**src/rtl/int_calc_pkg.sv**
```systemverilog
// int_calc_pkg: shared state encoding and default width for the integer calculators
package int_calc_pkg;
  localparam int W_DEF = 8;
  typedef enum logic [1:0] {IDLE, ACCUM, FINISH} calc_state_t;
endpackage

```
**src/rtl/int_square_calculator_if.sv**
```systemverilog
// int_square_calculator_if: start/operand request and registered result bundle
interface int_square_calculator_if import int_calc_pkg::*; #(parameter int W = W_DEF);
  logic S;
  logic [W-1:0] X;
  logic [2*W-1:0] sq;
  logic Busy;
  logic Done;
  modport master (output S, X, input sq, Busy, Done);
  modport slave (input S, X, output sq, Busy, Done);
endinterface

```
**src/rtl/int_square_calculator.sv**
```systemverilog
// int_square_calculator: multiplier-free X*X by summing the first X odd integers
module int_square_calculator import int_calc_pkg::*; #(parameter int W = W_DEF) (
  input logic Clock,
  input logic Reset,
  int_square_calculator_if.slave bus
);
  calc_state_t state;
  logic [2*W-1:0] acc;
  logic [W:0] d;
  logic [W-1:0] cnt;
  always_ff @(posedge Clock) begin
    if (Reset) begin
      state <= IDLE;
      bus.sq <= '0;
      bus.Done <= 1'b0;
      bus.Busy <= 1'b0;
      acc <= '0;
      d <= (W+1)'(1);
      cnt <= '0;
    end else begin
      bus.Done <= 1'b0;
      case (state)
        IDLE: if (bus.S) begin
          cnt <= bus.X;
          acc <= '0;
          d <= (W+1)'(1);
          bus.Busy <= 1'b1;
          state <= (bus.X != '0) ? ACCUM : FINISH;
        end
        ACCUM: begin
          acc <= acc + (2*W)'(d);
          d <= d + (W+1)'(2);
          cnt <= cnt - W'(1);
          state <= (cnt == W'(1)) ? FINISH : ACCUM;
        end
        FINISH: begin
          bus.sq <= acc;
          bus.Done <= 1'b1;
          bus.Busy <= 1'b0;
          state <= IDLE;
        end
        default: state <= IDLE;
      endcase
    end
  end
endmodule

```
**src/flat_wrapper.sv**
```systemverilog
// flat-port wrapper written by rule: the top's interface ports become plain ports
module int_square_calculator_flat import int_calc_pkg::*;
#(parameter int W = W_DEF)
  (Clock, Reset, bus_S, bus_X, bus_sq, bus_Busy, bus_Done);
  int_square_calculator_if #(.W(W)) bus_i ();
  input logic Clock;
  input logic Reset;
  input wire logic [$bits(bus_i.S)-1:0] bus_S;
  input wire logic [$bits(bus_i.X)-1:0] bus_X;
  output wire logic [$bits(bus_i.sq)-1:0] bus_sq;
  output wire logic [$bits(bus_i.Busy)-1:0] bus_Busy;
  output wire logic [$bits(bus_i.Done)-1:0] bus_Done;
  assign bus_i.S = bus_S;
  assign bus_i.X = bus_X;
  assign bus_sq = bus_i.sq;
  assign bus_Busy = bus_i.Busy;
  assign bus_Done = bus_i.Done;
  int_square_calculator #(.W(W)) u_core (.Clock(Clock), .Reset(Reset), .bus(bus_i));
endmodule
```
**config.mk**
```make
export PLATFORM = sky130hd
export DESIGN_NAME = int_square_calculator_flat
export DESIGN_NICKNAME = d
export VERILOG_FILES = /design/src/rtl/int_calc_pkg.sv /design/src/rtl/int_square_calculator_if.sv /design/src/rtl/int_square_calculator.sv /design/src/flat_wrapper.sv
export SDC_FILE = /design/constraint.sdc
export NUM_CORES = 1
export LEC_CHECK = 0
export CORE_MARGIN = 3
export CORE_UTILIZATION = 30
export CTS_BUF_LIST = sky130_fd_sc_hd__clkbuf_4 sky130_fd_sc_hd__clkbuf_8
export DETAILED_ROUTE_END_ITERATION = 10
export GPL_ROUTABILITY_DRIVEN = 0
export GPL_TIMING_DRIVEN = 0
export MAX_ROUTING_LAYER = met4
export PLACE_DENSITY_LB_ADDON = 0.12
export SYNTH_ARGS = -nofsm -noshare
export SYNTH_HDL_FRONTEND = slang
export SYNTH_SLANG_ARGS = --single-unit
```
**constraint.sdc**
```tcl
create_clock -name Clock -period 4.95 [get_ports Clock]
set_input_delay 0.495 -clock Clock [delete_from_list [all_inputs] [get_ports Clock]]
set_output_delay 0.495 -clock Clock [all_outputs]
set_load 0.01 [all_outputs]
```
==> results of run 1 <==
kinds of logic after synthesis:
kind of cell | count (synthesis)
adders and majority gates | 13
muxes | 3
buffers and inverters | 28
xor gates and xnor gates | 2
and+or+nand+nor | 109
AOI/OAI and AO/OA | 105
DFF | 53
power by group:
group | internal, mW | switching, mW | total (mW)
Combinational | 0.0475 | 0.0743 | 0.122
Sequential | 0.438 | 0.0158 | 0.454
Clock | 0.111 | 0.146 | 0.257
placed cells by master (no fill, tap or decap), types with 2 or more instances in the layout:
cell and n:
inv_1 12, nor2_1 31, o211ai_1 3, o21ai_0 15, ha_1 12, mux2i_1 3, clkbuf_1 8, a22oi_1 4
clkdlybuf4s50_1 28, xnor2_1 2, buf_2 6, or2_2 2, clkbuf_8 6, nand4_1 4, a22o_1 17, a31oi_1 6
nand2_1 24, a311oi_1 3, a21o_1 2, and3_1 2, nand3_1 12, nor2b_1 3, o2111ai_1 4, dfxtp_1 53
a32oi_1 5, and4_1 2, or3_1 7, nand3b_1 2, a211oi_1 6, buf_1 2, nor3_1 7, o22ai_1 5
a21oi_1 18, o21a_1 5, nor4_1 3
flip-flops by register name (all words and copies together) (netlist names):
signal and count:
u_core.state 2, u_core.bus.sq 16, u_core.cnt 8, u_core.bus.Busy 1, u_core.bus.Done 1, u_core.acc 16
u_core.d 9
path summary, 6_finish.rpt:
| path | startpoint | end | cells after the start |
|---|---|---|---|
| max | u_core.acc[0] | u_core.acc[10] | 8 |
| min | u_core.bus.Busy | u_core.bus.Busy | 1 |
| max reg2reg | u_core.acc[0] | u_core.acc[10] | 8 |
| min reg2reg | u_core.bus.Busy | u_core.bus.Busy | 1 |
cell type report:
type	count	area (µm²)	area share
tap	108	135.1	0.04206
clock inverter	1	7.507	0.002336
sequential	53	1061	0.3302
buffer	16	67.56	0.02103
timing repair buffer	28	280.3	0.08723
multi-input combinational	232	1534	0.4774
clock buffer	6	82.58	0.02570
inverter	12	45.04	0.01402
critical path: cells and delay by family (launching register included):
family,cells,cell delay (ns)
flip-flops,1,0.37
adder cells (fa/ha/maj),2,0.58
buffers and inverters,1,0.06
AO/OA/AOI/OAI,4,0.97
AND/OR/NAND/NOR,1,0.27
metal layers:
| layer | vias to the layer above | track usage |
|---|---|---|
| met1 | 1157 | 0.2095 |
| met5 | - | - |
| met2 | 45 | 0.2208 |
| met4 | 0 | 0.05419 |
| met3 | 10 | 0.03045 |
| li1 | 1250 | - |
through the flow:
step | cell area (µm²) | cells
detailed placement | 3123 | 449
floorplan | 2708 | 313
finish | 3213 | 456
global route | 3213 | 456
CTS | 3213 | 456
global placement | 3123 | 449
Yosys cell counts, types with 2 or more instances:
| cell type | number |
|---|---|
| dfxtp_1 | 53 |
| nor2_1 | 31 |
| nand2_1 | 24 |
| a21oi_1 | 18 |
| a22o_1 | 17 |
| o21ai_0 | 15 |
| ha_1 | 12 |
| inv_1 | 12 |
| nand3_1 | 12 |
| clkbuf_1 | 8 |
| nor3_1 | 7 |
| or3_1 | 7 |
| a211oi_1 | 6 |
| a31oi_1 | 6 |
| buf_2 | 6 |
| a32oi_1 | 5 |
| o21a_1 | 5 |
| o22ai_1 | 5 |
| a22oi_1 | 4 |
| nand4_1 | 4 |
| o2111ai_1 | 4 |
| a311oi_1 | 3 |
| mux2i_1 | 3 |
| nor2b_1 | 3 |
| nor4_1 | 3 |
| o211ai_1 | 3 |
| a21o_1 | 2 |
| and3_1 | 2 |
| and4_1 | 2 |
| buf_1 | 2 |
| nand3b_1 | 2 |
| or2_2 | 2 |
| xnor2_1 | 2 |
==> metrics.txt, run 1 <==
# TYPE chip_impl_metric gauge
chip_impl_info{name="run_status",value="complete, no violations"} 1
chip_impl_metric{name="n_antenna_cell",unit=""} 0
chip_impl_metric{name="post_route_minimum_period",unit="ns"} 2.339
chip_impl_metric{name="post_cts_resize_count",unit=""} 0
chip_impl_metric{name="floorplan.initialDensity",unit=""} 0.3090
chip_impl_metric{name="die-width",unit="µm"} 101
chip_impl_metric{name="grt_first_pass_wirelength",unit="µm"} 12030
chip_impl_metric{name="routedWlPerCell",unit="µm"} 15.78
chip_impl_metric{name="avgViaCountPerCell",unit=""} 5.399
chip_impl_metric{name="synth_mux_area_frac",unit=""} 0.01109
chip_impl_metric{name="synth_area_per_cell",unit="µm²"} 8.650
chip_impl_metric{name="clock-sinks",unit=""} 53
chip_impl_metric{name="synth.net_count",unit=""} 337
chip_impl_metric{name="core_region_area",unit="µm²"} 8763
chip_impl_metric{name="finalHoldViolCount",unit=""} 0
chip_impl_metric{name="track_usage",unit=""} 0.1522
chip_impl_metric{name="via_count_of_the_first_global_routing_pass",unit=""} 2339
chip_impl_metric{name="row_count",unit=""} 34
chip_impl_metric{name="synth.top_cell.area_share",unit=""} 0.3919
chip_impl_metric{name="synth_cell_type_count",unit=""} 56
chip_impl_info{name="clk_root_buffer_cell",value="clkbuf_8"} 1
chip_impl_metric{name="worst_clock_skew",unit="ns"} 0.004902
chip_impl_metric{name="slew_viol_final",unit=""} 0
chip_impl_metric{name="drt_first_iter_violations",unit=""} 97
chip_impl_info{name="tritoncts",value="yes"} 1
chip_impl_info{name="cp_cell_sequence",value="ha_1, inv_1, fa_1, nor2b_1, o31ai_2, a32oi_1, a21oi_1, a211o_1"} 1
chip_impl_info{name="grt_setup_unrepaired",value="no"} 1
chip_impl_info{name="timing.critical_path.slowest_stage_cell",value="a32oi_1"} 1
chip_impl_metric{name="final.setup.tns",unit="ns"} 0
chip_impl_metric{name="grt_start_max_net_pins",unit=""} 16
chip_impl_metric{name="design_power_total",unit="µW"} 833.5
chip_impl_metric{name="synthXorXnorAreaFrac",unit=""} 0.006470
chip_impl_metric{name="synth-seq-area-share",unit=""} 0.3919
chip_impl_metric{name="power.density_cell_area",unit="nW/µm²"} 259.4
chip_impl_metric{name="synthesis.yosys.warnings",unit=""} 0
chip_impl_info{name="highest_layer",value="met4"} 1
chip_impl_metric{name="layout_worst_path_cycle_share",unit=""} 0.4724
chip_impl_info{name="synth_top_flop_cell",value="dfxtp_1"} 1
chip_impl_metric{name="synth_compound_gate_area_share",unit=""} 0.2768
chip_impl_metric{name="cts_hold_buffers",unit=""} 0
chip_impl_metric{name="cp.arrival",unit="ns"} 2.54
chip_impl_metric{name="design.final.nets",unit=""} 372
chip_impl_metric{name="worstMarginPinSlew",unit="ns"} 0.6279
chip_impl_metric{name="post-route-util",unit=""} 0.3666
chip_impl_info{name="synth_area_leader_cell",value="dfxtp_1"} 1
chip_impl_metric{name="grt_antenna_before_repair",unit=""} 0
chip_impl_metric{name="ys_seq_elements",unit=""} 53
chip_impl_metric{name="post-place-ws",unit="ns"} 2.557
chip_impl_metric{name="num-fill-cells",unit=""} 928
chip_impl_metric{name="clk-insertion-delay-late",unit="ns"} 0.30
chip_impl_metric{name="drt_drc_violations_left",unit=""} 0
chip_impl_metric{name="clock.fmax",unit="GHz"} 0.4276
chip_impl_info{name="criticalPathCategory",value="reg2reg"} 1
chip_impl_metric{name="timing.max_slew.rel_slack",unit=""} 0.5814
chip_impl_metric{name="detailed_place_hpwl",unit="µm"} 5223
chip_impl_metric{name="die_area",unit="µm²"} 10200
chip_impl_metric{name="critical_path_required",unit="ns"} 5.15
chip_impl_metric{name="syn-instance-count",unit=""} 313
chip_impl_metric{name="syn-cell-area",unit="µm²"} 2708
chip_impl_metric{name="worst_ir_drop_vdd",unit="mV"} 0.1090
chip_impl_metric{name="timing.final.ws_setup",unit="ns"} 2.611
chip_impl_metric{name="timing.hold.ws",unit="ns"} 0.4763
chip_impl_metric{name="drive_gt1_frac",unit=""} 0.06609
chip_impl_metric{name="postRouteWirelength",unit="µm"} 7196
chip_impl_metric{name="dr_pass1_iterations",unit=""} 4
chip_impl_metric{name="synth_enable_flop_cells",unit=""} 0
chip_impl_metric{name="cts_inserted_buffers",unit=""} 5
chip_impl_metric{name="dr_wl_met3",unit="µm"} 242
chip_impl_metric{name="path_max_fanout",unit=""} 4
chip_impl_info{name="synth_top_family_by_area",value="compound AO/OA/AOI/OAI gates"} 1
chip_impl_info{name="netlist_top_cells_area",value="dfxtp_1 39%, ha_1 5.5%, a22o_1 5.5%"} 1
chip_impl_metric{name="routed-wl-met2",unit="µm"} 3109
chip_impl_metric{name="detailroute.via_count",unit=""} 2462
chip_impl_metric{name="area_growth",unit="%"} 18.67
chip_impl_metric{name="share_of_synthesized_cell_area_in_full_adder_half_adder_and_majority_cells",unit=""} 0.06285
chip_impl_metric{name="leakage",unit="nW"} 1.215
chip_impl_metric{name="cts_h_tree_depth",unit=""} 2
chip_impl_metric{name="globalRoute.totalOverflow",unit=""} 0
chip_impl_metric{name="clkTransAtPathRegs",unit="ns"} 0.10
chip_impl_metric{name="wl_met1",unit="µm"} 3748
chip_impl_metric{name="critPathMaxStageDelay",unit="ns"} 0.47
chip_impl_metric{name="yosys.area_share.simple",unit=""} 0.2093
chip_impl_metric{name="r2r_slack",unit="ns"} 2.61
chip_impl_metric{name="timing.final.setup_violations",unit=""} 0
chip_impl_metric{name="clockBufferDepth",unit=""} 2
chip_impl_info{name="critPathLaunchType",value="register"} 1
chip_impl_metric{name="asyncSetResetFlopFracSynth",unit=""} 0
chip_impl_metric{name="post_cts_buffers",unit=""} 0
chip_impl_metric{name="fp.dieH",unit="µm"} 101
chip_impl_info{name="hold_path.class",value="reg2reg"} 1
chip_impl_metric{name="top_level_ports",unit=""} 29
chip_impl_metric{name="ant_nets",unit=""} 0
chip_impl_metric{name="drv.max_cap_violation_count",unit=""} 0
chip_impl_metric{name="portBuffers",unit=""} 28
chip_impl_info{name="end_kind",value="register"} 1
Note: power is estimated with default switching activity, not from simulation.
==> inputs of run 2 (changes only) <==
==> constraint.sdc (replaced) <==
create_clock -name Clock -period 2.04 [get_ports Clock]
set_input_delay 0.204 -clock Clock [delete_from_list [all_inputs] [get_ports Clock]]
set_output_delay 0.204 -clock Clock [all_outputs]
set_load 0.01 [all_outputs]
==> run 2 against run 1 <==
Compared with the run above: die area unchanged; flip-flop and latch count unchanged; total power up 140%; largest power group unchanged; critical endpoint is now u_core.acc[8]; utilization up 1.2 points.
==> metrics.txt, run 2 (synthesis results as in run 1) <==
# TYPE chip_impl_metric gauge
chip_impl_metric{name="r2r_slack",unit="ns"} 0.06
chip_impl_metric{name="design_power_total",unit="mW"} 2.038
chip_impl_metric{name="placedCellCount",unit=""} 449
chip_impl_info{name="critPathLaunchType",value="register"} 1
chip_impl_metric{name="design.final.nets",unit=""} 376
chip_impl_metric{name="post_layout_nonfiller_instances",unit=""} 460
chip_impl_metric{name="row_count",unit=""} 34
chip_impl_metric{name="portBuffers",unit=""} 28
chip_impl_metric{name="drt_drc_violations_left",unit=""} 0
chip_impl_metric{name="post_route_minimum_period",unit="ns"} 1.983
chip_impl_metric{name="drive_gt1_frac",unit=""} 0.1108
chip_impl_metric{name="drt_first_iter_violations",unit=""} 74
chip_impl_metric{name="worst_ir_drop_vdd",unit="mV"} 0.2653
chip_impl_info{name="most_used_cells_in_the_layout_excluding_fill_and_tap_cells",value="50 x dfxtp_1, 31 x nor2_1, 28 x clkdlybuf4s50_1"} 1
chip_impl_metric{name="drv.max_cap_violation_count",unit=""} 0
chip_impl_metric{name="path_max_fanout",unit=""} 4
chip_impl_metric{name="layout_worst_path_cycle_share",unit=""} 0.9719
chip_impl_info{name="hold_path.class",value="reg2reg"} 1
chip_impl_metric{name="postRouteWirelength",unit="µm"} 7334
chip_impl_metric{name="detailroute.via_count",unit=""} 2488
chip_impl_info{name="run_status",value="complete, no violations"} 1
chip_impl_metric{name="ant_nets",unit=""} 0
chip_impl_metric{name="n_antenna_cell",unit=""} 0
chip_impl_metric{name="clk-insertion-delay-late",unit="ns"} 0.30
chip_impl_metric{name="detailed_place_hpwl",unit="µm"} 5223
chip_impl_metric{name="cts_inserted_buffers",unit=""} 5
chip_impl_info{name="end_kind",value="register"} 1
chip_impl_metric{name="multi_input_area",unit="µm²"} 1608
chip_impl_metric{name="globalRoute.totalOverflow",unit=""} 0
chip_impl_metric{name="timing.final.setup_violations",unit=""} 0
chip_impl_metric{name="leakage",unit="nW"} 1.238
chip_impl_metric{name="clockBufferDepth",unit=""} 2
chip_impl_info{name="grt_setup_unrepaired",value="yes"} 1
chip_impl_metric{name="grt_antenna_before_repair",unit=""} 0
chip_impl_metric{name="avgViaCountPerCell",unit=""} 5.409
chip_impl_info{name="largest_registers",value="u_core.acc: 16 flops, u_core.bus.sq: 16 flops, u_core.d: 9 flops"} 1
chip_impl_metric{name="die_area",unit="µm²"} 10200
chip_impl_metric{name="grt_start_max_net_pins",unit=""} 16
chip_impl_info{name="mostFrequentLayoutCell",value="dfxtp_1"} 1
chip_impl_info{name="criticalPathCategory",value="reg2reg"} 1
chip_impl_metric{name="worst_clock_skew",unit="ns"} 0.006004
chip_impl_metric{name="cts_h_tree_depth",unit=""} 2
chip_impl_metric{name="post-place-ws",unit="ns"} -0.2748
chip_impl_metric{name="area_growth",unit="%"} 22.64
chip_impl_metric{name="power.density_cell_area",unit="nW/µm²"} 613.7
chip_impl_metric{name="cp.arrival",unit="ns"} 2.19
chip_impl_metric{name="critical_path_required",unit="ns"} 2.24
chip_impl_metric{name="fp.dieH",unit="µm"} 101
chip_impl_metric{name="top_level_ports",unit=""} 29
chip_impl_metric{name="via_count_of_the_first_global_routing_pass",unit=""} 2343
chip_impl_metric{name="dr_pass1_iterations",unit=""} 5
chip_impl_metric{name="timing.final.ws_setup",unit="ns"} 0.05732
chip_impl_metric{name="cts_hold_buffers",unit=""} 0
chip_impl_metric{name="die-width",unit="µm"} 101
chip_impl_metric{name="slew_viol_final",unit=""} 0
chip_impl_metric{name="track_usage",unit=""} 0.1528
chip_impl_metric{name="finalHoldViolCount",unit=""} 0
chip_impl_metric{name="routedWlPerCell",unit="µm"} 15.94
chip_impl_metric{name="floorplan.initialDensity",unit=""} 0.3090
chip_impl_metric{name="clkTransAtPathRegs",unit="ns"} 0.10
chip_impl_info{name="worst_path_dominant_cell_family",value="compound AO/OA/AOI/OAI gates"} 1
chip_impl_metric{name="seq_area",unit="µm²"} 1065
chip_impl_metric{name="num-fill-cells",unit=""} 915
chip_impl_metric{name="timing.max_slew.rel_slack",unit=""} 0.5759
chip_impl_metric{name="core_region_area",unit="µm²"} 8763
chip_impl_metric{name="clock.fmax",unit="GHz"} 0.5044
chip_impl_metric{name="grt_first_pass_wirelength",unit="µm"} 12090
chip_impl_metric{name="clock-sinks",unit=""} 53
chip_impl_metric{name="critPathMaxStageDelay",unit="ns"} 0.35
chip_impl_info{name="clk_root_buffer_cell",value="clkbuf_8"} 1
chip_impl_info{name="tritoncts",value="yes"} 1
chip_impl_info{name="timing.critical_path.slowest_stage_cell",value="dfxtp_2"} 1
chip_impl_info{name="cp_cell_sequence",value="ha_4, inv_2, fa_2, nor2b_4, o31ai_4, a21oi_2, or3_1, a32o_1"} 1
chip_impl_metric{name="worstMarginPinSlew",unit="ns"} 0.6362
chip_impl_metric{name="critical_path.n_buffers_inverters",unit=""} 1
==> run 2: cell count changes in the layout (fill, tap and decap cells not counted), moves of 2 or more <==
cell / before / now
buf_4: 0 / 4
a21oi_1: 18 / 15
dfxtp_1: 53 / 50
a21oi_2: 1 / 4
ha_4: 0 / 2
ha_1: 12 / 10
dfxtp_2: 0 / 3
==> run 2: worst paths after layout <==
path	startpoint	depth (start not counted)	to
worst min register to register	u_core.bus.Busy	1	u_core.bus.Busy
worst max-delay path	u_core.d[0]	8	u_core.acc[8]
worst max register to register	u_core.d[0]	8	u_core.acc[8]
worst min-delay path	u_core.bus.Busy	1	u_core.bus.Busy
==> run 2: metal layers <==
metal	vias to the layer above	share of wire	track usage
met5	-	0	-
met4	0	0.013	0.05419
met3	10	0.041	0.03045
met2	54	0.43	0.2218
met1	1163	0.51	0.2103
li1	1261	-	-
==> run 2: where the power goes <==
group / leakage [nW] / total, mW / switching, mW / internal (mW)
registers: 0.430 / 1.10 / 0.0398 / 1.06
clock network: 0.0433 / 0.625 / 0.356 / 0.270
logic: 0.765 / 0.308 / 0.184 / 0.124
total: 1.24 / 2.04 / 0.580 / 1.46
==> run 2: timing repair <==
action	4_1_cts	5_1_grt
endpoints found under the hold margin	0	0
buffers inserted	1	3
pin swaps	1	6
resized for setup	7	9
setup endpoints to repair	4	6
==> run 2: stage by stage <==
stage / cell area, µm² / hold WS (ns) / setup TNS [ns] / utilization
after global routing: 3321 / 0.5024 / -0.06649 / 0.3789
final: 3321 / 0.4820 / 0 / 0.3789
after CTS: 3249 / 0.4846 / 0 / 0.3708
after global placement: 3123 / 0.4537 / -1.406 / 0.3564
after detailed placement: 3123 / 0.4591 / -1.248 / 0.3564
after floorplan: 2708 / 0.3835 / 0 / -
==> run 2: worst reg2reg max path, cell delays in order, from the launching register on <==
cell and delay, ns:
dfxtp_2 0.35, ha_4 0.16, inv_2 0.05, fa_2 0.23, nor2b_4 0.06, o31ai_4 0.35, a21oi_2 0.10, or3_1 0.35
a32o_1 0.22
==> run 2: layout make-up <==
type / count / area share
Buffer: 16 / 0.02035
Tap cell: 108 / 0.04069
Clock inverter: 1 / 0.002261
Timing Repair Buffer: 32 / 0.09344
Clock buffer: 6 / 0.02487
Inverter: 12 / 0.01356
Sequential cell: 53 / 0.3206
Multi-Input combinational cell: 232 / 0.4842
